<file path="src/rtl/alu_muldiv.sv">
// RV32M execute unit (MUL/MULH/MULHSU/MULHU/DIV/DIVU/REM/REMU), XLEN-generic.
// Optional MULDIV_EARLY_OUT_EN: divides with |dividend| < |divisor| finish in one cycle.
module alu_muldiv #(
    parameter int XLEN        = 32,
    parameter int MUL_LATENCY = 2
) (
    input  logic            CLK,
    input  logic            RST,
    input  logic            STALL,
    input  logic            FLUSH,
    input  logic [XLEN-1:0] D_PC,
    input  logic            D_VALID,
    input  logic [6:0]      D_OPCODE,
    input  logic [2:0]      D_FUNCT3,
    input  logic [6:0]      D_FUNCT7,
    input  logic [4:0]      D_REG_D,
    input  logic [4:0]      D_REG_S1,
    input  logic [4:0]      D_REG_S2,
    input  logic [XLEN-1:0] D_REG_S1_V,
    input  logic [XLEN-1:0] D_REG_S2_V,
    input  logic            FWD_M_VALID,
    input  logic [4:0]      FWD_M_REG_D,
    input  logic [XLEN-1:0] FWD_M_REG_D_V,
    input  logic            FWD_W_VALID,
    input  logic [4:0]      FWD_W_REG_D,
    input  logic [XLEN-1:0] FWD_W_REG_D_V,
    output logic [XLEN-1:0] A_PC,
    output logic            A_VALID,
    output logic [4:0]      A_REG_D,
    output logic [XLEN-1:0] A_REG_D_V,
    output logic            A_BUSY
);
    localparam int CNT_W = $clog2(XLEN);
    localparam logic [1:0] S_IDLE = 2'd0;
    localparam logic [1:0] S_MUL  = 2'd1;
    localparam logic [1:0] S_DIV  = 2'd2;
    localparam logic [1:0] S_DONE = 2'd3;

    function automatic logic [XLEN-1:0] fwd_sel(
        input logic [4:0] idx, input logic [XLEN-1:0] v,
        input logic mv, input logic [4:0] md, input logic [XLEN-1:0] mval,
        input logic wv, input logic [4:0] wd, input logic [XLEN-1:0] wval);
        if (idx == 5'd0)             return '0;
        else if (mv && md == idx)    return mval;
        else if (wv && wd == idx)    return wval;
        else                         return v;
    endfunction

    function automatic logic [XLEN-1:0] neg_if(input logic c, input logic [XLEN-1:0] v);
        return c ? -v : v;
    endfunction

    logic [XLEN-1:0] pc_q, rs1v_q, rs2v_q;
    logic            valid_q;
    logic [6:0]      opcode_q, funct7_q;
    logic [2:0]      funct3_q;
    logic [4:0]      rd_q, rs1_q, rs2_q;

    // Decode-side input latch
    always_ff @(posedge CLK) begin
        if (RST || FLUSH) begin
            pc_q <= '0; valid_q <= 1'b0; opcode_q <= '0; funct3_q <= '0; funct7_q <= '0;
            rd_q <= '0; rs1_q <= '0; rs2_q <= '0; rs1v_q <= '0; rs2v_q <= '0;
        end else if (!STALL) begin
            pc_q <= D_PC; valid_q <= D_VALID; opcode_q <= D_OPCODE; funct3_q <= D_FUNCT3;
            funct7_q <= D_FUNCT7; rd_q <= D_REG_D; rs1_q <= D_REG_S1; rs2_q <= D_REG_S2;
            rs1v_q <= D_REG_S1_V; rs2v_q <= D_REG_S2_V;
        end
    end

    logic is_m;
    logic signed [XLEN-1:0] src1, src2;
    logic            op_signed, a_neg, b_neg, is_rem, special;
    logic [XLEN-1:0] a_mag, b_mag, special_res;

    assign is_m = valid_q && opcode_q == 7'b0110011 && funct7_q == 7'b0000001;

    always_comb begin
        src1 = fwd_sel(rs1_q, rs1v_q, FWD_M_VALID, FWD_M_REG_D, FWD_M_REG_D_V,
                       FWD_W_VALID, FWD_W_REG_D, FWD_W_REG_D_V);
        src2 = fwd_sel(rs2_q, rs2v_q, FWD_M_VALID, FWD_M_REG_D, FWD_M_REG_D_V,
                       FWD_W_VALID, FWD_W_REG_D, FWD_W_REG_D_V);
        op_signed = !funct3_q[0];
        is_rem    = funct3_q[1];
        a_neg     = op_signed && src1[XLEN-1];
        b_neg     = op_signed && src2[XLEN-1];
        a_mag     = neg_if(a_neg, src1);
        b_mag     = neg_if(b_neg, src2);
        special     = 1'b0;
        special_res = '0;
        if (src2 == '0) begin
            special     = 1'b1;
            special_res = is_rem ? src1 : '1;
        end else if (op_signed && src1 == {1'b1, {(XLEN-1){1'b0}}} && src2 == '1) begin
            // Signed overflow: quotient wraps to the dividend, remainder is zero
            special     = 1'b1;
            special_res = is_rem ? '0 : src1;
        end
    end

    logic [1:0]       state_q, state_d;
    logic [CNT_W-1:0] cnt_q, cnt_d;
    logic [2:0]       op_q, op_d;
    logic [XLEN-1:0]  a_q, a_d, b_q, b_d, rem_q, rem_d, res_q, res_d;
    logic             qneg_q, qneg_d, rneg_q, rneg_d;

    logic signed [2*XLEN-1:0] mul_a, mul_b, prod;
    logic [XLEN-1:0] mul_res, rem_nx, quo_nx, div_res;
    logic [XLEN:0]   shifted;
    logic            ge;

    always_comb begin
        mul_a   = {{XLEN{(op_q[1:0] == 2'b01 || op_q[1:0] == 2'b10) && a_q[XLEN-1]}}, a_q};
        mul_b   = {{XLEN{op_q[1:0] == 2'b01 && b_q[XLEN-1]}}, b_q};
        prod    = mul_a * mul_b;
        mul_res = (op_q[1:0] == 2'b00) ? prod[XLEN-1:0] : prod[2*XLEN-1:XLEN];
        // Restoring step: remainder fits XLEN bits because it stays below the divisor
        shifted = {rem_q, a_q[XLEN-1]};
        ge      = shifted >= {1'b0, b_q};
        rem_nx  = ge ? (shifted[XLEN-1:0] - b_q) : shifted[XLEN-1:0];
        quo_nx  = {a_q[XLEN-2:0], ge};
        div_res = op_q[1] ? neg_if(rneg_q, rem_nx) : neg_if(qneg_q, quo_nx);
    end

    always_comb begin
        state_d = state_q; cnt_d = cnt_q; op_d = op_q; a_d = a_q; b_d = b_q;
        rem_d = rem_q; res_d = res_q; qneg_d = qneg_q; rneg_d = rneg_q;
        case (state_q)
            S_IDLE: if (is_m) begin
                op_d = funct3_q;
                if (!funct3_q[2]) begin
                    state_d = S_MUL;
                    cnt_d   = CNT_W'(MUL_LATENCY - 1);
                    a_d     = src1;
                    b_d     = src2;
                end else if (special) begin
                    state_d = S_DONE;
                    res_d   = special_res;
`ifdef MULDIV_EARLY_OUT_EN
                end else if (a_mag < b_mag) begin
                    state_d = S_DONE;
                    res_d   = is_rem ? src1 : '0;
`endif
                end else begin
                    state_d = S_DIV;
                    cnt_d   = CNT_W'(XLEN - 1);
                    a_d     = a_mag;
                    b_d     = b_mag;
                    rem_d   = '0;
                    qneg_d  = a_neg ^ b_neg;
                    rneg_d  = a_neg;
                end
            end
            S_MUL: begin
                if (cnt_q == '0) begin
                    state_d = S_DONE;
                    res_d   = mul_res;
                end else begin
                    cnt_d = cnt_q - CNT_W'(1);
                end
            end
            S_DIV: begin
                a_d   = quo_nx;
                rem_d = rem_nx;
                if (cnt_q == '0) begin
                    state_d = S_DONE;
                    res_d   = div_res;
                end else begin
                    cnt_d = cnt_q - CNT_W'(1);
                end
            end
            default: if (!STALL) state_d = S_IDLE;
        endcase
    end

    always_ff @(posedge CLK) begin
        if (RST || FLUSH) begin
            state_q <= S_IDLE; cnt_q <= '0; op_q <= '0; a_q <= '0; b_q <= '0;
            rem_q <= '0; res_q <= '0; qneg_q <= 1'b0; rneg_q <= 1'b0;
        end else begin
            state_q <= state_d; cnt_q <= cnt_d; op_q <= op_d; a_q <= a_d; b_q <= b_d;
            rem_q <= rem_d; res_q <= res_d; qneg_q <= qneg_d; rneg_q <= rneg_d;
        end
    end

    assign A_BUSY    = is_m && state_q != S_DONE;
    assign A_VALID   = is_m && state_q == S_DONE;
    assign A_REG_D   = rd_q;
    assign A_REG_D_V = A_VALID ? res_q : '0;
    assign A_PC      = pc_q;
endmodule

</file>
<file path="config.mk">
export PLATFORM = sky130hd
export DESIGN_NAME = alu_muldiv
export DESIGN_NICKNAME = d
export VERILOG_FILES = /design/src/rtl/alu_muldiv.sv
export SDC_FILE = /design/constraint.sdc
export NUM_CORES = 2
export LEC_CHECK = 0
export ABC_CLOCK_PERIOD_IN_PS = 8800
export CAP_MARGIN = 20
export CORE_MARGIN = 2
export CORE_UTILIZATION = 58
export DETAILED_ROUTE_END_ITERATION = 8
export PLACE_DENSITY_LB_ADDON = 0.12
export SETUP_SLACK_MARGIN = 0.1
export SLEW_MARGIN = 5
export SYNTH_ARGS = -nofsm -noshare
export SYNTH_HDL_FRONTEND = slang
export SYNTH_SLANG_ARGS = --single-unit
</file>
<file path="constraint.sdc">
create_clock -name CLK -period 8.8 [get_ports CLK]
set_input_delay 1.76 -clock CLK [delete_from_list [all_inputs] [get_ports CLK]]
set_output_delay 1.76 -clock CLK [all_outputs]
set_load 0.1 [all_outputs]
</file>
Word level (Yosys, flattened, before mapping)

Index checks and enable logic that the tools add are counted.

Flip-flop bits (word level): 268
Word-level logic and storage cells: 136
Input bits: 209
Output and inout bits: 71

Reductions and logical operators: 35
$mul: 1
$lt $le $gt $ge: 1
Muxes and demuxes: 47
Eq/ne operators: 25
Bitwise gates (word level): 2
Add/subtract/negate cells: 6

Operators by type and width:

| operator                                                               | number |
|---|---|
| 32-bit two-way mux                                                     | 31 |
| 32-bit negation                                                        | 4 |
| 32-bit case mux with 2 select lines                                    | 2 |
| 32-bit case mux with 3 select lines                                    | 1 |
| 32-bit equality test (second input constant)                           | 2 |
| 33-bit by 33-bit multiplier with 64-bit output                         | 1 |
| 33-bit by 32-bit greater-or-equal comparator with 1-bit output         | 1 |
| 32-bit zero test                                                       | 1 |
| 32-bit subtractor                                                      | 1 |
| 5-bit equality test                                                    | 4 |
| 5-bit two-way mux                                                      | 4 |
| 2-bit != test (second input constant)                                  | 9 |
| 5-bit zero test                                                        | 3 |
| 1-bit logical AND                                                      | 14 |
| 4-bit AND reduction                                                    | 3 |
| 5-bit case mux with 2 select lines                                     | 1 |
| 3-bit AND reduction                                                    | 3 |
| 2-bit two-way mux                                                      | 4 |
| 7-bit by 1-bit equality test with 1-bit output (second input constant) | 1 |
| 7-bit by 6-bit equality test with 1-bit output (second input constant) | 1 |
| 2-bit equality test (second input constant)                            | 3 |
| 6-bit AND reduction                                                    | 1 |
| 5-bit by 1-bit subtractor with 5-bit output (second input constant)    | 1 |
| 2-bit by 1-bit equality test with 1-bit output (second input constant) | 2 |
| 14 further kinds                                                       | 19 |

Depth between registers and ports, before layout

Word-level depth: 14
Depth in mapped cells: 35
Mapped depth without buffers: 32

Worst setup path before layout

OpenSTA, ideal clock, no wires.

Path kind: reg2reg
Start point: register op_q[1]
End point: register res_q[26]
Library setup time: 0.117 ns
Path buffers: 3
Required time: 8.683 ns
Arrival time: 8.928 ns
Cell stages (with the launch flop): 35
Slack: -0.246 ns
Clock period less this slack: 9.046 ns
Path through: dfxtp_1 -> inv_1 -> clkbuf_1 -> ha_1 -> and2_0 -> clkbuf_1 -> nand2_1 -> inv_1 -> fa_1 -> inv_1 -> fa_1 -> inv_1 -> fa_1 -> fa_1 -> inv_1 -> fa_1 -> inv_1 -> fa_1 -> inv_1 -> fa_1 -> fa_1 -> inv_1 -> ha_1 -> clkbuf_1 -> a21o_1 -> a2111oi_0 -> nor2_1 -> a21oi_1 -> nand2_1 -> a221oi_1 -> a21oi_1 -> nor2_1 -> xor2_1 -> o221ai_1 -> a32o_1

Cells in the longest elaborated chain, start to end: 7
Elaborated cells between the ends (all ways): 12
Classes of those cells: mul: 1; eq/ne: 2; mux: 5; reduce/logical: 4

Ends and longest elaborated chain:

| element                                                                                      | line     | text |
|---|---|---|
| from (decl)                                                                                  | 103      | `logic [2:0] op_q, op_d;` |
| from (signal assigned)                                                                       | 178      | `state_q <= S_IDLE; cnt_q <= '0; op_q <= '0; a_q <= '0; b_q <= '0;` |
| from (signal assigned)                                                                       | 181      | `state_q <= state_d; cnt_q <= cnt_d; op_q <= op_d; a_q <= a_d; b_q <= b_d;` |
| 2-bit by 1-bit equality test with 1-bit output / 2-bit equality test (equally long branches) | 113, 114 |  |
| 1-bit logical OR                                                                             | 113      | `mul_a = {{XLEN{(op_q[1:0] == 2'b01 \|\| op_q[1:0] == 2'b10) && a_q[XLEN-1]}}, a_q};` |
| 1-bit logical AND                                                                            | 113      |  |
| 33-bit by 33-bit multiplier with 64-bit output                                               | 115      | `prod = mul_a * mul_b;` |
| 32-bit two-way mux                                                                           | 116      | `mul_res = (op_q[1:0] == 2'b00) ? prod[XLEN-1:0] : prod[2*XLEN-1:XLEN];` |
| 32-bit two-way mux                                                                           | 155      | `if (cnt_q == '0) begin` |
| 32-bit case mux with 3 select lines (*)                                                      | 128      | `case (state_q)` |
| to (signal assigned)                                                                         | 182      | `rem_q <= rem_d; res_q <= res_d; qneg_q <= qneg_d; rneg_q <= rneg_d;` |
| to (decl)                                                                                    | 104      | `logic [XLEN-1:0] a_q, a_d, b_q, b_d, rem_q, rem_d, res_q, res_d;` |

Every way passes the cells marked *; elsewhere a longest branch is shown, timed or not. The select of a mux whose other input is x is not followed.
A chain may end at the register's enable or synchronous reset.

Worst setup path after layout

Start point: register op_q[0]
End point: register res_q[15]

Cells in the longest elaborated chain, start to end: 7
Elaborated cells between the ends (all ways): 10
Classes of those cells: mul: 1; eq/ne: 2; mux: 3; reduce/logical: 4

Ends and longest elaborated chain:

| element                                                                                      | line |
|---|---|
| 2-bit by 1-bit equality test with 1-bit output / 2-bit equality test (equally long branches) | 113, 114 |
| 1-bit logical OR                                                                             | 113 |
| 1-bit logical AND                                                                            | 113 |
| 33-bit by 33-bit multiplier with 64-bit output                                               | 115 |
| 32-bit two-way mux (*)                                                                       | 116 |
| 32-bit two-way mux (*)                                                                       | 155 |
| 32-bit case mux with 3 select lines (*)                                                      | 128 |

Marks and branches as above.

==> metrics.yaml <==
final-max-slew-violation-count: 0
p_r_area_growth_vs_syn_pct: 11.7
dieArea_um2: 103000
cts.reportedPaths.clkPinSlew_ns: 0.06
cts_tree: "yes"
hold_path.startpoint: "res_q[6]"
finalClockSkew_ns: 0.0357
max_cap_viol_count: 0
h_tree_lvl_count: 2
ys_async_sr_fraction_pct: 0
coreArea_um2: 99700
largest_stage_delay_on_the_critical_path_ns: 0.61
layout.core_utilization_pct: 65.1
yosysSeqAreaShare_pct: 9.24
final_antenna_net_count: 0
synth_largest_type_area_fraction_pct: 38.8
layout.nets: 8759
max_slew.worst_pin.slew_ns: 1.13
grt_pass1_vias: 52800
remaining_routing_drc_violations: 0
synth_warnings: 0
crit_buf_inv: 7
fin_tns_setup_ns: 0
grt-ovfl-total: 0
reg2reg_from: "op_q[0]"
postSynthAreaPerCell_um2: 8.27
grt_usage_pct: 41.5
crit_path_start: "op_q[0]"
final.min_clock_period_ns: 8.57
worst_skew_pair.late_latency_ns: 0.59
timing.critical_path.slowest_stage_cell: "fa_2"
hp-class: "flop to flop"
route.detailed.wl_per_inst_um: 24.8
wirelength_routed_mm: 210
timing.final.crit_share_pct: 97.4
fillers: 8572
netlist_top_cells_area: "fa_1, dfxtp_1, inv_1"
dr.pass1.iters: 8
initial_utilization_pct: 58.2
cts_inserted_buffers: 35
ir_worst_vdd_mv: 0.178
number_of_placed_i_o_pins: 280
critical_path.max_fanout: 6
max_freq_ghz: 0.117
placed_cells: 8414
startpoint_type: "flop"
synth-edff-count: 0
post-synth-top-count-cell: "inv_1"
netlist_instances: 7021
rsz0062_at_grt: "true"
number_of_hold_violations_in_the_final_report: 0
maxSlewHeadroom_pct: 24.5
post_syn_nets: 8615
stdcell_count: 8497
via_count: 51200
post_synth_instance_area_um2: 58100
synth_common_cells: "inv_1, fa_1, nand2_1"
final_layout_size_suffix_gt1_share_pct: 6.50
finalSetupViolCount: 0
place.gp.congestion: 1.07
io_buffer_count: 279
yosys_register_bits: 268
viasPerCell: 6.03
worstPathRequired_ns: 9.21
detail_route.iter0.violations: 4568
power_density_nw_per_um2: 51.1
chipHeight_um: 320
antenna_found_initial: 14
placement.setup.worst_slack_ns: -0.125
p_total_mw: 3.32
pin_count_of_the_biggest_net_entering_global_routing: 85
run_status: "finished, final reports clean"
crit_family: "adder cells"
clock_path_buffers: 3
ys_dominant_reg_cell: "dfxtp_1"
synth_top_area_cell: "fa_1"
worst-endpoint-arrival_ns: 8.99
post_synth_num_cell_types: 92
global_route_wire_length_before_repair_mm: 321
power.leakage_nw: 28.5
die_w_um: 320
post-route-worst-setup-slack_ns: 0.229
clock_sink_count: 268
crit_path_end_kind: "flop"
cts_root_buffer: "clkbuf_16"
num_rows: 116
hpwlAfterDp_mm: 174
path_class: "flop to flop"
## repair_timing
item                       in CTS  in global routing
pin swaps                       0                 14
hold buffers                    0                  0
gates resized for setup         7                 46
setup buffers                   3                  8
gates cloned                    0                  0
setup endpoints to repair       9                 17
## sequential cells by signal (all words and copies together) (netlist names), 2 cells and up
signal and flops:
A_PC 32, a_q 32, b_q 32, rem_q 32, res_q 32, rs1v_q 32
rs2v_q 32, funct7_q 7, opcode_q 7, A_REG_D 5, cnt_q 5, rs1_q 5
rs2_q 5, funct3_q 3, op_q 2, state_q 2
## layout make-up
type | count | area, um2 | area share [%]
timing repair buffer | 573 | 5510 | 8.49
multi-input combinational | 5022 | 46400 | 71.5
inverter | 1265 | 4760 | 7.33
antenna | 9 | 22.5 | 0.0347
clock buffer | 50 | 992 | 1.53
clock inverter | 12 | 209 | 0.322
tap | 1298 | 1620 | 2.50
sequential | 268 | 5380 | 8.28
## stage by stage
step / instance area [um2] / hold slack, ns
floorplan: 58100 / 0.407
detailed placement: 63400 / 0.431
global route: 64900 / 0.475
CTS: 64600 / 0.450
finish: 64900 / 0.447
global placement: 63400 / 0.430
## cells in the final DEF, fill, tap and decap left out, drive strengths merged, types with 68 or more instances in the layout
cell type      netlist  final
clkdlybuf4s50        0    278
inv               1263   1262
nand2             1121   1121
and3                68     68
mux2i              175    175
xnor2              129    129
xor2                81     81
fa                1126   1126
a21oi              232    232
o21ai              218    218
ha                 259    259
dfxtp              268    268
nand3              132    132
buf                 89    295
nor2               395    395
and2               255    255
nor3                83     83
## power by group
part	internal [mW]	switching, mW
combinational	0.191	0.324
clock	0.911	0.637
sequential	1.23	0.0194
total	2.34	0.981
## worst paths after layout
path	to	slack, ns	cells after the start
setup / recovery	res_q[15]	0.23	31
hold / removal	res_q[6]	0.45	2
setup reg to reg	res_q[15]	0.23	31
hold reg to reg	res_q[6]	0.45	2
## per-layer routing
| metal | vias up | routed length, um | global-route usage [%] |
|---|---|---|---|
| met4 | 10 | 14900 | 23.4 |
| met1 | 25600 | 79300 | 52.1 |
| li1 | 22300 | - | - |
| met3 | 658 | 19300 | 8.09 |
| met2 | 2682 | 96900 | 67.4 |
| met5 | - | 70 | 0 |
## cell families after synthesis
logic type / synth area share (%)
buf+inv: 11.3
compound gates: 10.3
simple gates: 18.3
flops: 9.24
fa+ha+maj: 44.4
xor+xnor: 3.17
mux: 3.29
## worst register-to-register path: cells and delay by family (launching register included)
| family | cells | cell delay (ns) |
|---|---|---|
| and+or+nand+nor | 9 | 1.52 |
| adders and majority gates | 10 | 4.88 |
| buffers and inverters | 7 | 0.66 |
| DFF | 1 | 0.34 |
| AOI/OAI and AO/OA | 3 | 0.67 |
| muxes | 1 | 0.28 |
| xor gates and xnor gates | 1 | 0.11 |
No activity file was read; power rests on OpenSTA's default activity.
